`src/rtl/uart_cmd_pkg.sv`:
```
// uart_cmd_pkg: shared state, error-code and SOF encodings for the UART command frame receiver
package uart_cmd_pkg;
    typedef enum logic [2:0] {IDLE, ADDR, LEN, DATA, CHK, COMMIT} state_t;
    typedef enum logic [2:0] {
        ERR_NONE    = 3'd0,
        ERR_BAD_LEN = 3'd1,
        ERR_BAD_CHK = 3'd2,
        ERR_TIMEOUT = 3'd3,
        ERR_OVERRUN = 3'd4
    } err_t;
    localparam logic [7:0] SOF_DEFAULT = 8'hA5;
endpackage

```
`src/rtl/uart_cmd_payload_buf.sv`:
```
// uart_cmd_payload_buf: payload register file with one write port and asynchronous read
module uart_cmd_payload_buf #(
    parameter int DEPTH = 16,
    parameter int AW    = 4
) (
    input  logic          clk,
    input  logic          rst_n,
    input  logic          we,
    input  logic [AW-1:0] waddr,
    input  logic [7:0]    wdata,
    input  logic [AW-1:0] raddr,
    output logic [7:0]    rdata
);
    logic [7:0] mem [DEPTH];
    always_ff @(posedge clk or negedge rst_n)
        if (!rst_n) for (int i = 0; i < DEPTH; i++) mem[i] <= '0;
        else if (we) mem[waddr] <= wdata;
    assign rdata = mem[raddr];
endmodule

```
`src/rtl/uart_cmd_rx_ctrl.sv`:
```
// uart_cmd_rx_ctrl: parses SOF/ADDR/LEN/payload[/CHK] frames and commits them as register writes; CHK byte built only with UART_CMD_CHKSUM_EN
module uart_cmd_rx_ctrl
    import uart_cmd_pkg::*;
#(
    parameter int         MAX_LEN  = 16,
    parameter logic [7:0] SOF_BYTE = SOF_DEFAULT
) (
    input  logic       clk,
    input  logic       rst_n,
    input  logic       rx_data_ready,
    input  logic [7:0] rx_data,
    input  logic       rx_endofpacket,
    output logic       wr_valid,
    input  logic       wr_ready,
    output logic [7:0] wr_addr,
    output logic [7:0] wr_data,
    output logic       frame_done,
    output logic       frame_err,
    output logic [2:0] err_code
);
    localparam int         AW    = MAX_LEN > 1 ? $clog2(MAX_LEN) : 1;
    localparam logic [7:0] MAX_B = 8'(MAX_LEN);
    state_t        state;
    logic [7:0]    base, len, idx, nxt, rdata;
    logic          ovr_pend, hs, last, we;
    logic [AW-1:0] rd_idx;
`ifdef UART_CMD_CHKSUM_EN
    logic [7:0]    chk;
`endif
    assign nxt    = idx + 8'd1;
    assign last   = nxt == len;
    assign hs     = wr_valid && wr_ready;
    assign we     = rx_data_ready && state == DATA;
    assign rd_idx = state == COMMIT ? nxt[AW-1:0] : '0;
    uart_cmd_payload_buf #(.DEPTH(MAX_LEN), .AW(AW)) u_buf (
        .clk   (clk),
        .rst_n (rst_n),
        .we    (we),
        .waddr (idx[AW-1:0]),
        .wdata (rx_data),
        .raddr (rd_idx),
        .rdata (rdata)
    );
    always_ff @(posedge clk or negedge rst_n) begin
        if (!rst_n) begin
            state      <= IDLE;
            base       <= '0;
            len        <= '0;
            idx        <= '0;
            ovr_pend   <= 1'b0;
            wr_valid   <= 1'b0;
            wr_addr    <= '0;
            wr_data    <= '0;
            frame_done <= 1'b0;
            frame_err  <= 1'b0;
            err_code   <= '0;
`ifdef UART_CMD_CHKSUM_EN
            chk        <= '0;
`endif
        end else begin
            frame_done <= 1'b0;
            frame_err  <= ovr_pend;
            ovr_pend   <= 1'b0;
            if (ovr_pend) err_code <= ERR_OVERRUN;
            if (state == COMMIT) begin
                if (hs) begin
                    idx     <= nxt;
                    wr_addr <= wr_addr + 8'd1;
                    wr_data <= rdata;
                    if (last) begin
                        state      <= IDLE;
                        wr_valid   <= 1'b0;
                        frame_done <= 1'b1;
                    end
                end
                if (rx_data_ready) begin
                    if (hs && last) ovr_pend <= 1'b1;
                    else begin
                        frame_err <= 1'b1;
                        err_code  <= ERR_OVERRUN;
                    end
                end
            end else if (rx_data_ready) begin
                case (state)
                    IDLE: if (rx_data == SOF_BYTE) state <= ADDR;
                    ADDR: begin
                        base  <= rx_data;
                        state <= LEN;
`ifdef UART_CMD_CHKSUM_EN
                        chk   <= rx_data;
`endif
                    end
                    LEN: if (rx_data == 8'd0 || rx_data > MAX_B) begin
                        frame_err <= 1'b1;
                        err_code  <= ERR_BAD_LEN;
                        state     <= IDLE;
                    end else begin
                        len   <= rx_data;
                        idx   <= '0;
                        state <= DATA;
`ifdef UART_CMD_CHKSUM_EN
                        chk   <= chk ^ rx_data;
`endif
                    end
                    DATA: begin
                        idx <= nxt;
`ifdef UART_CMD_CHKSUM_EN
                        chk <= chk ^ rx_data;
                        if (last) state <= CHK;
`else
                        if (last) begin
                            state    <= COMMIT;
                            idx      <= '0;
                            wr_valid <= 1'b1;
                            wr_addr  <= base;
                            wr_data  <= idx == 8'd0 ? rx_data : rdata;
                        end
`endif
                    end
`ifdef UART_CMD_CHKSUM_EN
                    CHK: if (rx_data == chk) begin
                        state    <= COMMIT;
                        idx      <= '0;
                        wr_valid <= 1'b1;
                        wr_addr  <= base;
                        wr_data  <= rdata;
                    end else begin
                        frame_err <= 1'b1;
                        err_code  <= ERR_BAD_CHK;
                        state     <= IDLE;
                    end
`endif
                    default: ;
                endcase
            end else if (rx_endofpacket && state != IDLE) begin
                frame_err <= 1'b1;
                err_code  <= ERR_TIMEOUT;
                state     <= IDLE;
            end
        end
    end
endmodule
```
`config.mk`:
```
export PLATFORM = sky130hd
export DESIGN_NAME = uart_cmd_rx_ctrl
export DESIGN_NICKNAME = d
export VERILOG_FILES = /design/src/rtl/uart_cmd_pkg.sv /design/src/rtl/uart_cmd_payload_buf.sv /design/src/rtl/uart_cmd_rx_ctrl.sv
export SDC_FILE = /design/constraint.sdc
export NUM_CORES = 1
export LEC_CHECK = 0
export ABC_AREA = 1
export CAP_MARGIN = 20
export CORE_AREA = 2 2 127 129
export CTS_BUF_LIST = sky130_fd_sc_hd__clkbuf_8 sky130_fd_sc_hd__clkbuf_16
export CTS_CLUSTER_DIAMETER = 40
export DETAILED_ROUTE_END_ITERATION = 12
export DIE_AREA = 0 0 129 131
export PLACE_DENSITY = 0.82
export SLEW_MARGIN = 20
export SYNTH_ARGS = -nofsm -noshare
export SYNTH_HDL_FRONTEND = slang
export SYNTH_HIERARCHICAL = 1
export SYNTH_SLANG_ARGS = --single-unit
```
`constraint.sdc`:
```
create_clock -name clk -period 2.8 [get_ports clk]
set_clock_uncertainty 0.1 [all_clocks]
set_input_delay 0.56 -clock clk [delete_from_list [all_inputs] [get_ports clk]]
set_output_delay 0.56 -clock clk [all_outputs]
set_load 0.05 [all_outputs]
```
# --- Word-level counts from Yosys, hierarchy flattened ---
# Index checks and enable logic that the tools add are counted.
classes:
  addsub: 2
  n_lt_le_gt_ge: 4
  n_eq_ne: 13
  muxes: 60
  bitwise_logic: 4
  n_reduce_logical: 21
ops:
  columns: ["op", "count"]
  rows:
  - ["8-bit two-way mux", 19]
  - ["128-bit bitwise mux", 1]
  - ["3-bit two-way mux", 15]
  - ["8-bit binary-select mux with 4-bit select", 1]
  - ["8-bit demux with 4-bit select", 1]
  - ["1-bit two-way mux", 19]
  - ["8-bit by 1-bit adder with 8-bit output, second input constant", 2]
  - ["8-bit logical NOT", 2]
  - ["8-bit one-hot mux with 2 select lines", 1]
  - ["3-bit one-hot mux with 4 select lines", 1]
  - ["4-bit AND reduction", 3]
  - ["5-bit greater-or-equal comparator, second input constant", 2]
  - ["4-bit inverter with 5-bit output", 2]
  - ["3-bit nonzero test", 3]
  - ["8-bit == test", 1]
  - ["8-bit == test, second input constant", 1]
  - ["8-bit by 5-bit > comparator with 1-bit output, second input constant", 1]
  - ["3-bit by 2-bit == test with 1-bit output, second input constant", 2]
  - ["2-bit != test, second input constant", 3]
  - ["3-bit != test, second input constant", 2]
  - ["6-bit by 1-bit != test with 1-bit output, second input constant", 1]
  - ["6-bit AND reduction", 1]
  - ["2-bit nonzero test", 3]
  - ["1-bit logical AND", 5]
  - ["11 further kinds", 12]
word_totals:
  ff_bits: 178
  input_bits: 13
  output_inout_bits: 22
  wordCells: 131

# --- Logic depth before layout (Yosys ltp) ---
# Gate-level depths: netlist of the first run.
logic_depth:
  ltp_word: 11
  ltp_mapped: 19
  depth_no_buf: 16

# --- Cells and area by module ---
# Netlist of the first run, hierarchy kept.
by_module_without_submodules:
  columns: ["mod", "instances", "cells_per_inst", "area_each_um2"]
  rows:
  - ["uart_cmd_payload_buf", 1, 850, 6271.0]
  - ["uart_cmd_rx_ctrl", 1, 408, 3025.4]

# --- Worst setup path before layout of the first run ---
# No wires, ideal clock.
synth_path:
  kind: "register -> register"
  from: "reg idx[0]"
  to: "reg wr_data[1]"
  setup_ps: 118
  t_arrival_ps: 2105
  path_slack_ps: 477
  path_stages_with_launch: 16
  cell_sequence: "dfrtp_1 inv_2 ha_1 inv_1 nor2_1 clkbuf_1 inv_1 clkbuf_1 nand3_1 nand3_1 nand3_1 nand2_1 nand2_1 o21ai_0 nand2_2 nand2_1"
synth_via:
  elab_chain_len: 11
  elab_cells_between_ends: 16
synth_rtl:
  columns: ["element", "line", "source"]
  rows:
  - ["start: declaration", "uart_cmd_rx_ctrl.sv:24", "logic [7:0] base, len, idx, nxt, rdata;"]
  - ["start signal: assignment", "uart_cmd_rx_ctrl.sv:67", "idx <= nxt;"]
  - ["start signal: assignment", "uart_cmd_rx_ctrl.sv:106", "idx <= nxt;"]
  - ["8-bit by 1-bit adder with 8-bit output *", "uart_cmd_rx_ctrl.sv:30", "assign nxt = idx + 8'd1;"]
  - ["4-bit two-way mux *", "uart_cmd_rx_ctrl.sv:34", "assign rd_idx = state == COMMIT ? nxt[AW-1:0] : '0;"]
  - ["net rd_idx[1]", "uart_cmd_rx_ctrl.sv:26", "logic [AW-1:0] rd_idx;"]
  - ["4-bit inverter with 5-bit output (not written as such) *", "uart_cmd_payload_buf.sv:18", "assign rdata = mem[raddr];"]
  - ["8-bit binary-select mux with 4-bit select *", "uart_cmd_payload_buf.sv:18", null]
  - ["8-bit two-way mux (not written as such) * (2 in series)", "uart_cmd_payload_buf.sv:18", null]
  - ["net rdata[1]", "uart_cmd_rx_ctrl.sv:24", null]
  - ["8-bit two-way mux", "uart_cmd_rx_ctrl.sv:116", "wr_data <= idx == 8'd0 ? rx_data : rdata;"]
  - ["8-bit two-way mux", "uart_cmd_rx_ctrl.sv:111", "if (last) begin"]
  - ["8-bit two-way mux", "uart_cmd_rx_ctrl.sv:84", "case (state)"]
  - ["8-bit two-way mux", "uart_cmd_rx_ctrl.sv:83", "end else if (rx_data_ready) begin"]
  - ["8-bit two-way mux *", "uart_cmd_rx_ctrl.sv:65", "if (state == COMMIT) begin"]
  - ["end signal: assignment", "uart_cmd_rx_ctrl.sv:69", "wr_data <= rdata;"]
  - ["end signal: assignment", "uart_cmd_rx_ctrl.sv:116", null]
  - ["end: declaration", "uart_cmd_rx_ctrl.sv:16", "output logic [7:0] wr_data,"]
# The timed path passes the listed nets; every way through them passes the cells marked *. The select of a mux whose other input is x is not followed.
# A chain may end at the register's enable or synchronous reset.

# --- Final worst setup path of the first run ---
layout_path:
  from: "reg state[1]"
  to: "reg wr_data[3]"
layout_via:
  elab_chain_len: 11
  elab_cells_between_ends: 18
layout_rtl:
  columns: ["element", "line", "source"]
  rows:
  - ["start: declaration", "uart_cmd_rx_ctrl.sv:23", "state_t state;"]
  - ["start signal: assignment", "uart_cmd_rx_ctrl.sv:46", "state <= IDLE;"]
  - ["start signal: assignment", "uart_cmd_rx_ctrl.sv:71", "state <= IDLE;"]
  - ["start signal: assignment", "uart_cmd_rx_ctrl.sv:85", "IDLE: if (rx_data == SOF_BYTE) state <= ADDR;"]
  - ["3-bit == test *", "uart_cmd_rx_ctrl.sv:34", null]
  - ["4-bit two-way mux *", "uart_cmd_rx_ctrl.sv:34", null]
  - ["net rd_idx[0]", "uart_cmd_rx_ctrl.sv:26", null]
  - ["4-bit inverter with 5-bit output (not written as such) *", "uart_cmd_payload_buf.sv:18", null]
  - ["8-bit binary-select mux with 4-bit select *", "uart_cmd_payload_buf.sv:18", null]
  - ["8-bit two-way mux (not written as such) * (2 in series)", "uart_cmd_payload_buf.sv:18", null]
  - ["net rdata[3]", "uart_cmd_rx_ctrl.sv:24", null]
  - ["8-bit two-way mux", "uart_cmd_rx_ctrl.sv:116", null]
  - ["8-bit two-way mux", "uart_cmd_rx_ctrl.sv:111", null]
  - ["8-bit two-way mux", "uart_cmd_rx_ctrl.sv:84", null]
  - ["8-bit two-way mux", "uart_cmd_rx_ctrl.sv:83", null]
  - ["8-bit two-way mux *", "uart_cmd_rx_ctrl.sv:65", null]
# Marks and branches as above.

==> impl_metrics.py, run 1 <==
metrics = {
    "setup_path": {
        "crit-reg2reg-launch": "state[1]$_DFFE_PN0P_",
        "path_class": "register to register",
        "crit_path_frequent_cell": "nand2_1",
        "reg2reg_setup_slack_ns": 0.25,
        "rr_worst_depth": 16,
        "startpoint_type": "register",
        "critPathMaxFanout": 18,
        "critPathSlowestCell": "dfrtp_1",
        "r2r_end": "wr_data[3]$_DFFE_PN0P_",
        "crit_arrival_ns": 2.82,
        "endpoint_kind": "register",
        "max_stage_delay_ns": 0.38,
        "required_ns": 3.07,
        "crit_chain": "inv_1, nand2_1, nor2_2, inv_2, nor2_4, clkinv_1, buf_4, nand2_1, nand3_1, nand3_1, nand3_1, nand2_1, nand2_1, o21ai_0, nand2_2, nand2_1",
    },
    "timing": {
        "slew_viol_final": 0,
        "setup_violations": 0,
        "period_needed_ns": 2.55,
        "finalSetupTns_ns": 0,
        "final_hold_viol_count": 0,
        "rsz0062_at_grt": "false",
        "tightest_slew_ns": 0.574,
        "fmax_mhz": 392,
        "maxSlewHeadroom": 0.617,
        "setup_ws_ns": 0.251,
        "post-route-period-util": 0.910,
    },
    "route": {
        "vias": 8405,
        "ant_nets": 0,
        "wl_per_cell_um": 15.7,
        "dr.pass1.iters": 5,
        "vias_per_cell": 5.50,
        "drc": 0,
        "drtIter0Drc": 999,
        "drt-total-wl_mm": 23.9,
    },
    "floorplanning": {
        "die_area_um2": 16900,
        "ios": 35,
        "rows": 46,
        "fp.coreArea_um2": 15600,
        "fp.dieW_um": 129,
        "die_h_um": 131,
        "start_util": 0.596,
    },
    "power_and_ir_drop": {
        "ir_drop_mv": 0.497,
        "power_density_nw_per_um2": 711,
        "p_leak_uw": 0.00516,
    },
    "synthesis": {
        "syn_area_per_cell_um2": 7.39,
        "ys.flop_type": "dfrtp_1",
        "syn-cell-area_um2": 9300,
        "syn_nets": 1274,
        "synth_edf_count": 0,
        "seq_area_frac_synth": 0.479,
        "ys_ff_latch": 178,
        "ys_warn_count": 6,
        "syn-instance-count": 1258,
        "synth_cell_types": 35,
        "async_flop_share": 1.00,
    },
    "cts": {
        "cts_sinks": 178,
        "cts-buffers-inserted": 17,
        "cts_buffer_depth": 2,
        "clock_latency_ns": 0.43,
        "ctsHtreeMaxLevel": 4,
        "root_buffer": "clkbuf_16",
        "cts_tree": "done",
        "clk_pin_slew_worst_paths_ns": 0.06,
        "postCtsSetupBuffers": 0,
    },
    "outcome": {
        "status": "finished, final reports clean",
    },
    "global_route": {
        "grt.overflow.total": 0,
        "grt_pass1_vias": 8003,
        "grt_pass1_wl_mm": 39.5,
        "grt_max_degree": 73,
        "grt_use_total": 0.301,
        "antenna_found_initial": 0,
    },
    "placement": {
        "hpwl_mm": 16.0,
        "dp_slack_ns": 0.198,
        "gp_congestion": 0.858,
        "io_buffers": 34,
        "dp_cells": 1495,
        "place_area_um2": 10000,
    },
    "cells_and_area": {
        "layout.cells.non_filler": 1528,
        "layout-drive-gt1-share": 0.105,
        "fin_area_um2": 10600,
        "final_common_cell": "nand2_1",
        "nNetsFinal": 1315,
        "antennaDiodeCount": 0,
        "final_cell_mix": "381 x nand2_1, 187 x inv_1, 178 x dfrtp_1",
        "area_delta_synth_final_pct": 14.2,
    },
    "min_path": {
        "hp-class": "register to register",
        "hp-start": "state[1]$_DFFE_PN0P_",
        "holdPathEnd": "state[1]$_DFFE_PN0P_",
        "hold_path_depth": 2,
    },
    "run": {
        "max_cap_viol_count": 0,
    },
}
-- synth_stat cells, types with 2 or more instances --
cell type	number	share of area
nand2_2	23	0.015
dfrtp_1	178	0.48
o21ai_0	164	0.088
clkbuf_1	32	0.013
a21oi_1	5	0.0027
nor3_2	2	0.0022
nor3_1	3	0.0016
nand2_1	381	0.15
nand4_1	9	0.0061
ha_1	3	0.0040
inv_1	185	0.075
nand3_1	154	0.083
buf_12	2	0.0043
nor2_1	42	0.017
nand3_2	7	0.0075
buf_2	16	0.0086
nand3b_1	2	0.0016
o21ai_2	4	0.0038
o21bai_1	2	0.0016
buf_1	10	0.0040
xor2_1	4	0.0038
or2_2	3	0.0020
inv_2	4	0.0016
nand2_4	2	0.0024
xnor2_1	2	0.0019
nor2_2	8	0.0054
nor2_4	3	0.0036
-- per-stage QoR --
step                      hold slack [ns]   util  power (uW)
after floorplan                     0.164      -        4570
after CTS                           0.378  0.680        7570
final                               0.380  0.681        7550
after detailed placement            0.364  0.644        5290
after global routing                0.404  0.681        7940
after global placement              0.358  0.644        5240
-- cell type report --
cell class,instances,area (um^2)
timing repair buffer,83,762
clock buffer,18,439
clock inverter,14,116
sequential,178,4450
tap,216,270
inverter,190,713
multi-input combinational,829,3860
fill,1269,4980
-- critical path, delay by kind of cell (launching register included) --
family                 cells  cell delay (ns)
AO/OA/AOI/OAI              1             0.12
flip-flops                 1             0.38
AND/OR/NAND/NOR           11             1.07
buffers and inverters      4             0.81
-- timing repair --
item	in CTS	in global routing
setup endpoints to repair	0	2
hold buffers	1	0
hold endpoints to repair	42	0
resized for setup	0	1
-- per-layer routing --
metal	share of wire	vias up	global-route usage
met5	0	-	0
met4	0.028	0	0.120
li1	-	4014	-
met2	0.47	400	0.491
met3	0.075	59	0.0656
met1	0.42	3932	0.396
-- cell families (layout without fill, tap and decap cells) --
family / Yosys count / count (layout) / synth area share
buffers and inverters: 251 / 305 / 0.107
adder cells (fa/ha/maj): 3 / 3 / 0.00404
AO/OA/AOI/OAI: 178 / 178 / 0.0987
flip-flops: 178 / 178 / 0.479
AND/OR/NAND/NOR: 642 / 642 / 0.305
XOR/XNOR: 6 / 6 / 0.00565
-- how the worst max path moves through the flow --
stage / from / end / slack [ns] / cells after the start
6_report: state[1]$_DFFE_PN0P_ / wr_data[3]$_DFFE_PN0P_ / 0.25 / 16
5_1_grt: idx[0]$_DFFE_PN0P_ / wr_data[3]$_DFFE_PN0P_ / 0.03 / 14
4_1_cts: state[1]$_DFFE_PN0P_ / wr_data[3]$_DFFE_PN0P_ / 0.28 / 16
3_5_place_dp: rx_data[1] / wr_addr[4]$_DFFE_PN0P_ / 0.20 / 12
3_3_place_gp: rx_data[1] / wr_addr[3]$_DFFE_PN0P_ / 0.25 / 12
2_1_floorplan: idx[0]$_DFFE_PN0P_ / wr_data[1]$_DFFE_PN0P_ / 0.48 / 15
-- where the power goes --
part	leakage (uW)	switching, uW	internal, uW
clock	0.000278	1020	1240
sequential	0.00208	264	2910
combinational	0.00280	1410	707
-- state kept, by name (all words and copies together) (netlist names) --
| name | count |
|---|---|
| base | 8 |
| frame_err | 1 |
| ovr_pend | 1 |
| wr_valid | 1 |
| u_buf/mem | 128 |
| len | 8 |
| frame_done | 1 |
| wr_data | 8 |
| err_code | 3 |
| wr_addr | 8 |
| idx | 8 |
| state | 3 |
No activity file was read; power rests on OpenSTA's default activity.
==> run 2, diff against run 1 <==
--- a/config.mk
+++ b/config.mk
@@ -12,6 +12,7 @@
 export CTS_CLUSTER_DIAMETER = 40
 export DETAILED_ROUTE_END_ITERATION = 12
 export DIE_AREA = 0 0 129 131
+export HOLD_SLACK_MARGIN = 0.06
 export PLACE_DENSITY = 0.82
 export SLEW_MARGIN = 20
 export SYNTH_ARGS = -nofsm -noshare
==> results of run 2 <==
No change in the layout: final DEF, timing and power equal those of run 1.
